## src/rtl/div8b_seq_pkg.sv

```systemverilog
// Shared definitions for the sequential restoring divider: state codes and default width.
package div8b_seq_pkg;

  localparam int unsigned DIV_DATASIZE = 8;
  localparam int unsigned DIV_STATE_W  = 2;

  typedef enum logic [DIV_STATE_W-1:0] {
    DIV_IDLE = 2'b00,
    DIV_CALC = 2'b01,
    DIV_DONE = 2'b10
  } div_state_e;

endpackage

```

## src/rtl/div8b_seq_sub.sv

```systemverilog
// Ripple-borrow subtractor: oD = iA - iM - borrow_in, with per-bit borrow-out and propagate.
module sub8b #(
  parameter int unsigned DATASIZE = 8,
  parameter int unsigned USE_EXTB = 1
) (
  input  logic [DATASIZE-1:0] iA,
  input  logic [DATASIZE-1:0] iM,
  input  logic                iB,
  output logic [DATASIZE-1:0] oD,
  output logic [DATASIZE-1:0] oB,
  output logic [DATASIZE-1:0] oP
);

  logic [DATASIZE:0] bchain;

  always_comb begin
    oD     = '0;
    oB     = '0;
    oP     = '0;
    bchain = '0;
    // External borrow-in only when the instance asks for it
    bchain[0] = (USE_EXTB != 0) ? iB : 1'b0;
    for (int i = 0; i < int'(DATASIZE); i++) begin
      oP[i]       = iA[i] ^ iM[i];
      oD[i]       = oP[i] ^ bchain[i];
      bchain[i+1] = (~iA[i] & iM[i]) | (~oP[i] & bchain[i]);
      oB[i]       = bchain[i+1];
    end
  end

endmodule

```

## src/rtl/div8b_seq.sv

```systemverilog
// Unsigned restoring divider: one trial subtraction per clock, DATASIZE iterations per divide.
module div8b_seq
  import div8b_seq_pkg::*;
#(
  parameter int unsigned DATASIZE = DIV_DATASIZE
) (
  input  logic                clk,
  input  logic                rst,
  input  logic                iStart,
  input  logic [DATASIZE-1:0] iDvd,
  input  logic [DATASIZE-1:0] iDvs,
  output logic                oBusy,
  output logic                oDone,
  output logic [DATASIZE-1:0] oQuo,
  output logic [DATASIZE-1:0] oRem,
  output logic                oDivZ
);

  localparam int unsigned CNT_W = $clog2(DATASIZE + 1);

  div_state_e          state_q, state_d;
  logic [DATASIZE:0]   a_q, a_d;
  logic [DATASIZE-1:0] q_q, q_d;
  logic [DATASIZE-1:0] m_q, m_d;
  logic [CNT_W-1:0]    cnt_q, cnt_d;
  logic                divz_flag_q, divz_flag_d;
  logic                busy_d, done_d, divz_d;
  logic [DATASIZE-1:0] quo_d, rem_d;

  logic [DATASIZE:0]   trial_s;
  logic [DATASIZE:0]   trial_d;
  logic [DATASIZE:0]   trial_b;
  logic [DATASIZE:0]   trial_p;
  logic                trial_borrow;
  logic [2*DATASIZE+2:0] unused_bits;

  // Shift the next dividend bit into the partial remainder and trial-subtract the divisor
  assign trial_s      = {a_q[DATASIZE-1:0], q_q[DATASIZE-1]};
  assign trial_borrow = trial_b[DATASIZE];
  assign unused_bits  = {a_q[DATASIZE], trial_p, trial_b[DATASIZE-1:0]};

  sub8b #(
    .DATASIZE (DATASIZE + 1),
    .USE_EXTB (0)
  ) trial (
    .iA (trial_s),
    .iM ({1'b0, m_q}),
    .iB (1'b0),
    .oD (trial_d),
    .oB (trial_b),
    .oP (trial_p)
  );

  always_ff @(posedge clk) begin
    if (rst) begin
      state_q     <= DIV_IDLE;
      a_q         <= '0;
      q_q         <= '0;
      m_q         <= '0;
      cnt_q       <= '0;
      divz_flag_q <= 1'b0;
      oBusy       <= 1'b0;
      oDone       <= 1'b0;
      oQuo        <= '0;
      oRem        <= '0;
      oDivZ       <= 1'b0;
    end else begin
      state_q     <= state_d;
      a_q         <= a_d;
      q_q         <= q_d;
      m_q         <= m_d;
      cnt_q       <= cnt_d;
      divz_flag_q <= divz_flag_d;
      oBusy       <= busy_d;
      oDone       <= done_d;
      oQuo        <= quo_d;
      oRem        <= rem_d;
      oDivZ       <= divz_d;
    end
  end

  always_comb begin
    state_d     = state_q;
    a_d         = a_q;
    q_d         = q_q;
    m_d         = m_q;
    cnt_d       = cnt_q;
    divz_flag_d = divz_flag_q;
    busy_d      = oBusy;
    done_d      = oDone;
    quo_d       = oQuo;
    rem_d       = oRem;
    divz_d      = oDivZ;

    case (state_q)
      DIV_IDLE: begin
        done_d = 1'b0;
        busy_d = iStart;
        if (iStart) begin
          if (iDvs != '0) begin
            q_d         = iDvd;
            a_d         = '0;
            m_d         = iDvs;
            cnt_d       = CNT_W'(DATASIZE);
            divz_flag_d = 1'b0;
            state_d     = DIV_CALC;
          end else begin
            // Zero divisor: skip iterations, report all-ones quotient and dividend as remainder
            q_d         = '1;
            a_d         = {1'b0, iDvd};
            divz_flag_d = 1'b1;
            state_d     = DIV_DONE;
          end
        end
      end
      DIV_CALC: begin
        done_d = 1'b0;
        busy_d = 1'b1;
        if (trial_borrow) begin
          a_d = trial_s;
          q_d = {q_q[DATASIZE-2:0], 1'b0};
        end else begin
          a_d = trial_d;
          q_d = {q_q[DATASIZE-2:0], 1'b1};
        end
        cnt_d = cnt_q - CNT_W'(1);
        if (cnt_q == CNT_W'(1)) begin
          state_d = DIV_DONE;
        end
      end
      DIV_DONE: begin
        done_d  = 1'b1;
        busy_d  = 1'b0;
        quo_d   = q_q;
        rem_d   = a_q[DATASIZE-1:0];
        divz_d  = divz_flag_q;
        state_d = DIV_IDLE;
      end
      default: begin
        state_d = DIV_IDLE;
      end
    endcase
  end

endmodule

```

## config.mk

```make
export PLATFORM = sky130hd
export DESIGN_NAME = div8b_seq
export DESIGN_NICKNAME = d
export VERILOG_FILES = /design/src/rtl/div8b_seq_pkg.sv /design/src/rtl/div8b_seq_sub.sv /design/src/rtl/div8b_seq.sv
export SDC_FILE = /design/constraint.sdc
export NUM_CORES = 1
export LEC_CHECK = 0
export BUFFER_PORTS_ARGS = -buffer_cell sky130_fd_sc_hd__buf_4
export CAP_MARGIN = 40
export CORE_AREA = 2 2 114 61
export CTS_BUF_LIST = sky130_fd_sc_hd__clkbuf_4 sky130_fd_sc_hd__clkbuf_8 sky130_fd_sc_hd__clkbuf_16
export DETAILED_ROUTE_END_ITERATION = 12
export DIE_AREA = 0 0 116 63
export HOLD_SLACK_MARGIN = 0.02
export PLACE_DENSITY = 0.63
export SYNTH_ARGS = -nofsm -noshare
export SYNTH_HDL_FRONTEND = slang
export SYNTH_HIERARCHICAL = 1
export SYNTH_SLANG_ARGS = --single-unit
export TNS_END_PERCENT = 100
```

## constraint.sdc

```tcl
create_clock -name clk -period 13.7 [get_ports clk]
set_input_delay 0.685 -clock clk [delete_from_list [all_inputs] [get_ports clk]]
set_output_delay 0.685 -clock clk [all_outputs]
set_load 0.01 [all_outputs]
```

==> results.toml, run 1 <==
[worst_hold_path]
hold_depth = 2
hold_start = "m_q[0]"
min_path_type = "reg2reg"
min_to = "m_q[0]"

[timing]
finClkSkew_ns = 0.00341
slew_headroom = 0.477
slew_violations = 0
finalSetupViolations = 0
tightestPinTransition_ns = 0.785
min_period_ns = 4.77
rsz0062_at_grt = "false"
tns_ns = 0
hold_viol_final = 0
post-route-period-util = 0.348
max_freq_ghz = 0.209

[power]
ir_drop_v = 0.0000513
power_frac_seq = 0.399
power_density_mw_per_mm2 = 140
p_int_mw = 0.300
swShare = 0.313
pwr-share-clk = 0.313
combPwrFrac = 0.288
switchingPower_mw = 0.137
p_leak_nw = 1.28

[clock_network]
cts_hold_buf = 0
cts_tree = "done"
clk_latency_ns = 0.29
cts-htree-levels = 2
cts.clk_slew.worst_paths_ns = 0.06
clockBufferDepth = 2
tritoncts.num_buffers = 5
cts_root_buf = "clkbuf_16"
post_cts_resized = 0
clock-sinks = 50
postCtsSetupRepairBufs = 0

[synth]
syn_nets = 309
yosys_warnings = 6
syn_inst = 275
synth.avg_cell_area_um2 = 9.47
syn-cell-area_mm2 = 0.00260

[worst_setup_path]
crit_type = "reg2reg"
r2r_end = "a_q[4]"
r2r_setup_slack_ns = 8.93
crit_path_max_fanout = 9
cp-start-kind = "flip-flop"
arrival_ns = 4.93
r2r-start = "q_q[7]"
critical_path_required_ns = 13.86
endpoint_kind = "flip-flop"
r2r_cells = 13

[die]
die_w_um = 116
die-height_um = 63
core-area_mm2 = 0.00636
fp-row-count = 21
io_pins = 38
start_util = 0.409
die_area_mm2 = 0.00731

[route]
drc = 0
antenna_left = 0
dr.pass1.iters = 4
vias = 1975
wirelength_um = 5790
viasPerCell = 4.94
avgRoutedWirePerCell_um = 14.5
drt_iter0_markers = 95

[finish]
n_antenna_cell = 0
final_cell_mix = "dfxtp_1 (50), nor2_1 (40), buf_4 (38)"
syn2layout_area_growth_pct = 19.7
drive_gt1_frac = 0.263
final_common_cell = "dfxtp_1"
stdcell_area_mm2 = 0.00312
final_nets = 341

[global_route]
track_usage = 0.174
grt_pass1_wl_um = 9840
grt_max_degree = 51
first_global_vias = 1970
antenna_found_initial = 0
overflow = 0

[run]
max_cap_violations = 0

[placement]
dpl_cell_area_mm2 = 0.00295
port_buffers = 37
hpwlAfterDp_um = 4210
place.gp.congestion = 0.744

[run_status]
status = "complete, no violations"
==> layer usage <==
metal  vias to the layer above  track usage  share of wire
li1                       1006            -              -
met1                       928        0.265           0.54
met3                         7       0.0514          0.051
met2                        34        0.237           0.40
met5                         -            0              0
met4                         0       0.0402          0.011
==> how the worst max path moves through the flow <==
stage | start | endpoint | slack (ns) | depth (start not counted)
after floorplan | q_q[7] | a_q[0] | 9.19 | 14
after global placement | q_q[7] | a_q[4] | 9.02 | 13
after detailed placement | q_q[7] | a_q[3] | 8.93 | 13
after CTS | q_q[7] | a_q[3] | 8.90 | 13
after global routing | q_q[7] | a_q[1] | 8.75 | 13
final | q_q[7] | a_q[4] | 8.93 | 13
==> area by class of cell <==
type	instances	area [um^2]
fillers	617	3240
multi-input cells	186	1420
flip-flops and latches	50	1000
clock buffers	8	166
inverters	24	90.1
well taps	92	115
repair buffers	40	324
==> power by group through the flow <==
| stage | Sequential, mW | Clock, mW | Combinational [mW] |
|---|---|---|---|
| 2_1_floorplan | 0.175 | 0 | 0.0917 |
| 3_3_place_gp | 0.177 | 0 | 0.120 |
| 3_5_place_dp | 0.178 | 0 | 0.126 |
| 4_1_cts | 0.174 | 0.140 | 0.127 |
| 5_1_grt | 0.177 | 0.146 | 0.141 |
| 6_report | 0.174 | 0.137 | 0.126 |
==> worst max-delay path: stages (launching register included) <==
cell      delay (ns)
dfxtp_1         0.37
inv_1           0.06
ha_1            0.20
fa_1            0.39
fa_1            0.39
fa_1            0.42
fa_1            0.40
fa_1            0.39
fa_1            0.39
fa_1            0.39
fa_1            0.57
mux2_2          0.35
a221oi_2        0.25
nor3_2          0.07
==> state kept, by name, summed over array words and instances, names as in the netlist <==
register / count
oDivZ: 1
divz_flag_q: 1
oDone: 1
oBusy: 1
state_q: 2
a_q: 8
q_q: 8
cnt_q: 4
m_q: 8
oRem: 8
oQuo: 8
==> per-stage QoR <==
step	util	setup WS [ns]	power (mW)	hold WS (ns)	std cells
after floorplan	-	9.19	0.266	0.440	275
after CTS	0.490	8.90	0.441	0.479	400
after global routing	0.490	8.75	0.464	0.516	400
after global placement	0.458	9.02	0.297	0.459	390
final	0.490	8.93	0.437	0.476	400
after detailed placement	0.464	8.93	0.304	0.470	392
Note: power is estimated with default switching activity, not from simulation.
==> run 2, diff against run 1 <==
--- a/config.mk
+++ b/config.mk
@@ -5,14 +5,15 @@
 export SDC_FILE = /design/constraint.sdc
 export NUM_CORES = 1
 export LEC_CHECK = 0
+export ABC_AREA = 1
 export BUFFER_PORTS_ARGS = -buffer_cell sky130_fd_sc_hd__buf_4
 export CAP_MARGIN = 40
-export CORE_AREA = 2 2 114 61
+export CORE_AREA = 2 2 110 59
 export CTS_BUF_LIST = sky130_fd_sc_hd__clkbuf_4 sky130_fd_sc_hd__clkbuf_8 sky130_fd_sc_hd__clkbuf_16
 export DETAILED_ROUTE_END_ITERATION = 12
-export DIE_AREA = 0 0 116 63
+export DIE_AREA = 0 0 112 61
 export HOLD_SLACK_MARGIN = 0.02
-export PLACE_DENSITY = 0.63
+export PLACE_DENSITY = 0.65
 export SYNTH_ARGS = -nofsm -noshare
 export SYNTH_HDL_FRONTEND = slang
 export SYNTH_HIERARCHICAL = 1
==> constraint.sdc (replaced) <==
create_clock -name clk -period 4 [get_ports clk]
set_input_delay 0.2 -clock clk [delete_from_list [all_inputs] [get_ports clk]]
set_output_delay 0.2 -clock clk [all_outputs]
set_load 0.01 [all_outputs]
==> results.toml, run 2 <==
[global_route]
overflow = 0
track_usage = 0.193
grt_max_degree = 36
grt_pass1_wl_um = 10100
antenna_found_initial = 0
first_global_vias = 1935

[worst_setup_path]
crit_type = "reg2reg"
endpoint_kind = "flip-flop"
r2r_end = "a_q[5]"
r2r-start = "q_q[7]"
cp-start-kind = "flip-flop"
cp-endpoint = "a_q[5]"
r2r_cells = 14
r2r_setup_slack_ns = -0.01
crit_chain = "inv_2, ha_4, fa_2, fa_2, fa_2, fa_2, fa_2, fa_2, fa_2, fa_2, buf_6, a21oi_2, o21ai_1, a31oi_1"
critical_path_required_ns = 4.21
arrival_ns = 4.22
critical-path-slowest-cell = "fa_2"
critPathMaxStageDelay_ns = 0.43
crit_top_cell = "fa_2"
crit_start = "q_q[7]"
crit_path_max_fanout = 5

[timing]
finalSetupViolations = 2
finClkSkew_ns = 0.00311
tightestPinTransition_ns = 0.901
post-route-period-util = 1.00
slew_headroom = 0.400
hold_viol_final = 0
max_freq_ghz = 0.249
tns_ns = -0.0155
slew_violations = 0
rsz0062_at_grt = "true"
min_period_ns = 4.01
setup_slack_ns = -0.00998

[finish]
syn2layout_area_growth_pct = 23.3
num-fill-cells = 610
drive_gt1_frac = 0.209
utilization = 0.507
final_cell_mix = "o21ai_0 (49), dfxtp_1 (49), nor2_1 (42)"
n_antenna_cell = 0
multiInputGateArea_mm2 = 0.00121
stdcell_area_mm2 = 0.00297
final_nets = 377
seq_area_mm2 = 0.00100

[clock_network]
cts-htree-levels = 2
cts_root_buf = "clkbuf_16"
cts.clk_slew.worst_paths_ns = 0.07
cts_tree = "done"
tritoncts.num_buffers = 5
clockBufferDepth = 2
clk_latency_ns = 0.29
clock-sinks = 50

[placement]
pre_cts_ws_ns = -0.0952
dpl_cell_area_mm2 = 0.00276
port_buffers = 37
place.gp.congestion = 0.857
hpwlAfterDp_um = 4280

[run_status]
violations = "negative setup slack"
status = "finished, violations left"

[route]
vias = 2168
drt_iter0_markers = 170
antenna_left = 0
avgRoutedWirePerCell_um = 14.8
dr.pass1.iters = 5
drc = 0
viasPerCell = 5.15
wirelength_um = 6220

[die]
die_w_um = 112
start_util = 0.411
die-height_um = 61
fp-row-count = 20
io_pins = 38
core-area_mm2 = 0.00586
die_area_mm2 = 0.00683

[power]
ir_drop_v = 0.000233
power_density_mw_per_mm2 = 509
p_leak_nw = 1.25

[run]
max_cap_violations = 0

[synth]
syn_nets = 345
syn-cell-area_mm2 = 0.00241
yosys_warnings = 6
syn_inst = 311
synth.avg_cell_area_um2 = 7.74

[worst_hold_path]
min_path_type = "in2reg"
-- run 2: critical path: cells and delay by family (launching register included) --
family / cells / cell delay [ns]
adders and majority gates: 9 / 2.99
AOI/OAI and AO/OA: 3 / 0.38
DFF: 1 / 0.33
buffers and inverters: 2 / 0.20
-- run 2: stage by stage --
stage | hold WS (ns) | power [mW] | instances
after floorplan | 0.269 | 0.902 | 311
after global placement | 0.439 | 1.01 | 410
after detailed placement | 0.443 | 1.03 | 411
after CTS | 0.137 | 1.49 | 421
after global routing | 0.137 | 1.61 | 421
final | 0.133 | 1.51 | 421
-- run 2: area by class of cell --
class	instances	share of cell area
multi-input combinational	202	0.409
clock buffer	7	0.0493
tap	77	0.0324
clock inverter	1	0.00169
timing repair buffer	42	0.117
sequential	50	0.338
inverter	42	0.0531
-- run 2: how the worst min path moves through the flow --
stage | start | endpoint | slack (ns) | cells after the start
global placement | rst | cnt_q[3] | 0.44 | 2
floorplan | rst | cnt_q[0] | 0.27 | 1
global route | rst | state_q[0] | 0.14 | 2
CTS | rst | state_q[0] | 0.14 | 2
detailed placement | rst | state_q[0] | 0.44 | 2
finish | rst | cnt_q[2] | 0.13 | 2
-- run 2: power by group --
part / internal [mW] / total, mW / switching, mW
clock network: 0.255 / 0.443 / 0.187
registers: 0.570 / 0.618 / 0.0480
logic: 0.184 / 0.449 / 0.266
total: 1.01 / 1.51 / 0.501
-- run 2: metal layers --
layer	vias up	share of wire	GRT usage
met4	0	0.0072	0.0418
met5	-	0	0
li1	1089	-	-
met2	82	0.38	0.257
met3	4	0.085	0.0480
met1	993	0.53	0.308
-- run 2: timing repair --
item,in CTS,in global routing
endpoints found under the hold margin,0,0
setup buffers,0,0
cloned,2,0
endpoints found under the setup margin,9,9
gates resized for setup,8,16
hold buffers,0,0
pin swaps,0,8
==> run 3, diff against run 2 <==
--- a/config.mk
+++ b/config.mk
@@ -10,10 +10,11 @@
 export CAP_MARGIN = 40
 export CORE_AREA = 2 2 110 59
 export CTS_BUF_LIST = sky130_fd_sc_hd__clkbuf_4 sky130_fd_sc_hd__clkbuf_8 sky130_fd_sc_hd__clkbuf_16
+export CTS_CLUSTER_SIZE = 10
 export DETAILED_ROUTE_END_ITERATION = 12
 export DIE_AREA = 0 0 112 61
 export HOLD_SLACK_MARGIN = 0.02
-export PLACE_DENSITY = 0.65
+export PLACE_DENSITY = 0.63
 export SYNTH_ARGS = -nofsm -noshare
 export SYNTH_HDL_FRONTEND = slang
 export SYNTH_HIERARCHICAL = 1
==> constraint.sdc (replaced) <==
create_clock -name clk -period 5.18 [get_ports clk]
set_input_delay 0.259 -clock clk [delete_from_list [all_inputs] [get_ports clk]]
set_output_delay 0.259 -clock clk [all_outputs]
set_load 0.01 [all_outputs]
==> results.toml, run 3 (synthesized netlist as in run 2, its figures left out) <==
[run_status]
status = "complete, no violations"

[worst_hold_path]
min_path_type = "in2reg"

[die]
io_pins = 38
die_w_um = 112
fp-row-count = 20
die-height_um = 61
start_util = 0.411
die_area_mm2 = 0.00683
core-area_mm2 = 0.00586

[placement]
dpl_cell_area_mm2 = 0.00275
dp.cells = 411
place.gp.congestion = 0.809
hpwlAfterDp_um = 4350
port_buffers = 37

[global_route]
grt_max_degree = 34
grt_pass1_wl_um = 9650
antenna_found_initial = 0
overflow = 0
first_global_vias = 1859
track_usage = 0.188

[timing]
slew_headroom = 0.502
finClkSkew_ns = 0.00372
min_period_ns = 4.50
max_freq_ghz = 0.222
hold_viol_final = 0
post-route-period-util = 0.868
rsz0062_at_grt = "false"
tns_ns = 0
slew_violations = 0
tightestPinTransition_ns = 0.747
finalSetupViolations = 0

[finish]
syn2layout_area_growth_pct = 21.2
n_antenna_cell = 0
seq_area_mm2 = 0.00100
final_nets = 375
num-fill-cells = 603
layout.cells.non_filler = 419
multiInputGateArea_mm2 = 0.00116
stdcell_area_mm2 = 0.00292
final_common_cell = "o21ai_0"
utilization = 0.498
final_cell_mix = "o21ai_0 (57), dfxtp_1 (50), nor2_1 (42)"
drive_gt1_frac = 0.158

[worst_setup_path]
cp-start-kind = "flip-flop"
endpoint_kind = "flip-flop"
arrival_ns = 4.72
r2r_setup_slack_ns = 0.68
critical_path_required_ns = 5.40
crit_path_max_fanout = 17
crit_type = "reg2reg"

[clock_network]
cts-htree-levels = 2
clk_latency_ns = 0.29
post_cts_resized = 0
postCtsSetupRepairBufs = 0
cts_root_buf = "clkbuf_16"
tritoncts.num_buffers = 5
cts_tree = "done"
cts.clk_slew.worst_paths_ns = 0.07
clock-sinks = 50
cts_hold_buf = 0
clockBufferDepth = 2

[power]
switchingPower_mw = 0.370
ir_drop_v = 0.000166
power_frac_seq = 0.410
p_leak_nw = 1.26
combPwrFrac = 0.268
pwr-share-clk = 0.323
swShare = 0.320
power_density_mw_per_mm2 = 397
finalPower_mw = 1.16
p_int_mw = 0.788

[route]
vias = 2101
viasPerCell = 5.01
wirelength_um = 6060
drc = 0
antenna_left = 0
avgRoutedWirePerCell_um = 14.5
dr.pass1.iters = 4
drt_iter0_markers = 106

[run]
max_cap_violations = 0
==> run 3: layout make-up <==
cell class	count	area share
Clock buffer	5	0.0429
Inverter	42	0.0541
Timing Repair Buffer	40	0.114
Clock inverter	3	0.0137
Tap cell	77	0.0330
Sequential cell	50	0.343
Multi-Input combinational cell	202	0.399
==> run 3: power by group through the flow <==
stage          combinational, mW  clock [mW]  sequential (mW)
5_1_grt                    0.353       0.396            0.481
4_1_cts                    0.309       0.376            0.475
3_3_place_gp               0.293           0            0.482
2_1_floorplan              0.201           0            0.484
6_report                   0.310       0.374            0.475
3_5_place_dp               0.307           0            0.482
==> run 3: final timing paths <==
check               from  endpoint  depth (start not counted)
setup / recovery  q_q[7]    a_q[7]                         13
hold / removal       rst  cnt_q[3]                          2
setup reg to reg  q_q[7]    a_q[7]                         13
hold reg to reg   q_q[5]   oQuo[5]                          2
==> run 3: through the flow <==
step | worst slack, ns | hold WS (ns)
after detailed placement | 0.693 | 0.461
after floorplan | 0.879 | 0.328
final | 0.682 | 0.197
after global placement | 0.792 | 0.468
after CTS | 0.663 | 0.192
after global routing | 0.357 | 0.198
==> run 3: per-layer routing <==
metal / routed length [um] / global-route usage / vias up / share of wire
met2: 2250 / 0.263 / 59 / 0.37
met5: 0 / 0 / - / 0
met3: 403 / 0.0549 / 7 / 0.067
met1: 3330 / 0.279 / 958 / 0.55
met4: 64 / 0.0575 / 0 / 0.011
li1: - / - / 1077 / -
==> run 3: critical path: stages, from the launching register on <==
cell and delay [ns]:
dfxtp_1 0.35, inv_1 0.05, ha_1 0.20, fa_1 0.38, fa_1 0.38, fa_1 0.39, fa_1 0.39, fa_1 0.38
fa_1 0.38, fa_1 0.38, fa_1 0.61, a21oi_1 0.24, o21ai_0 0.12, a31oi_1 0.18
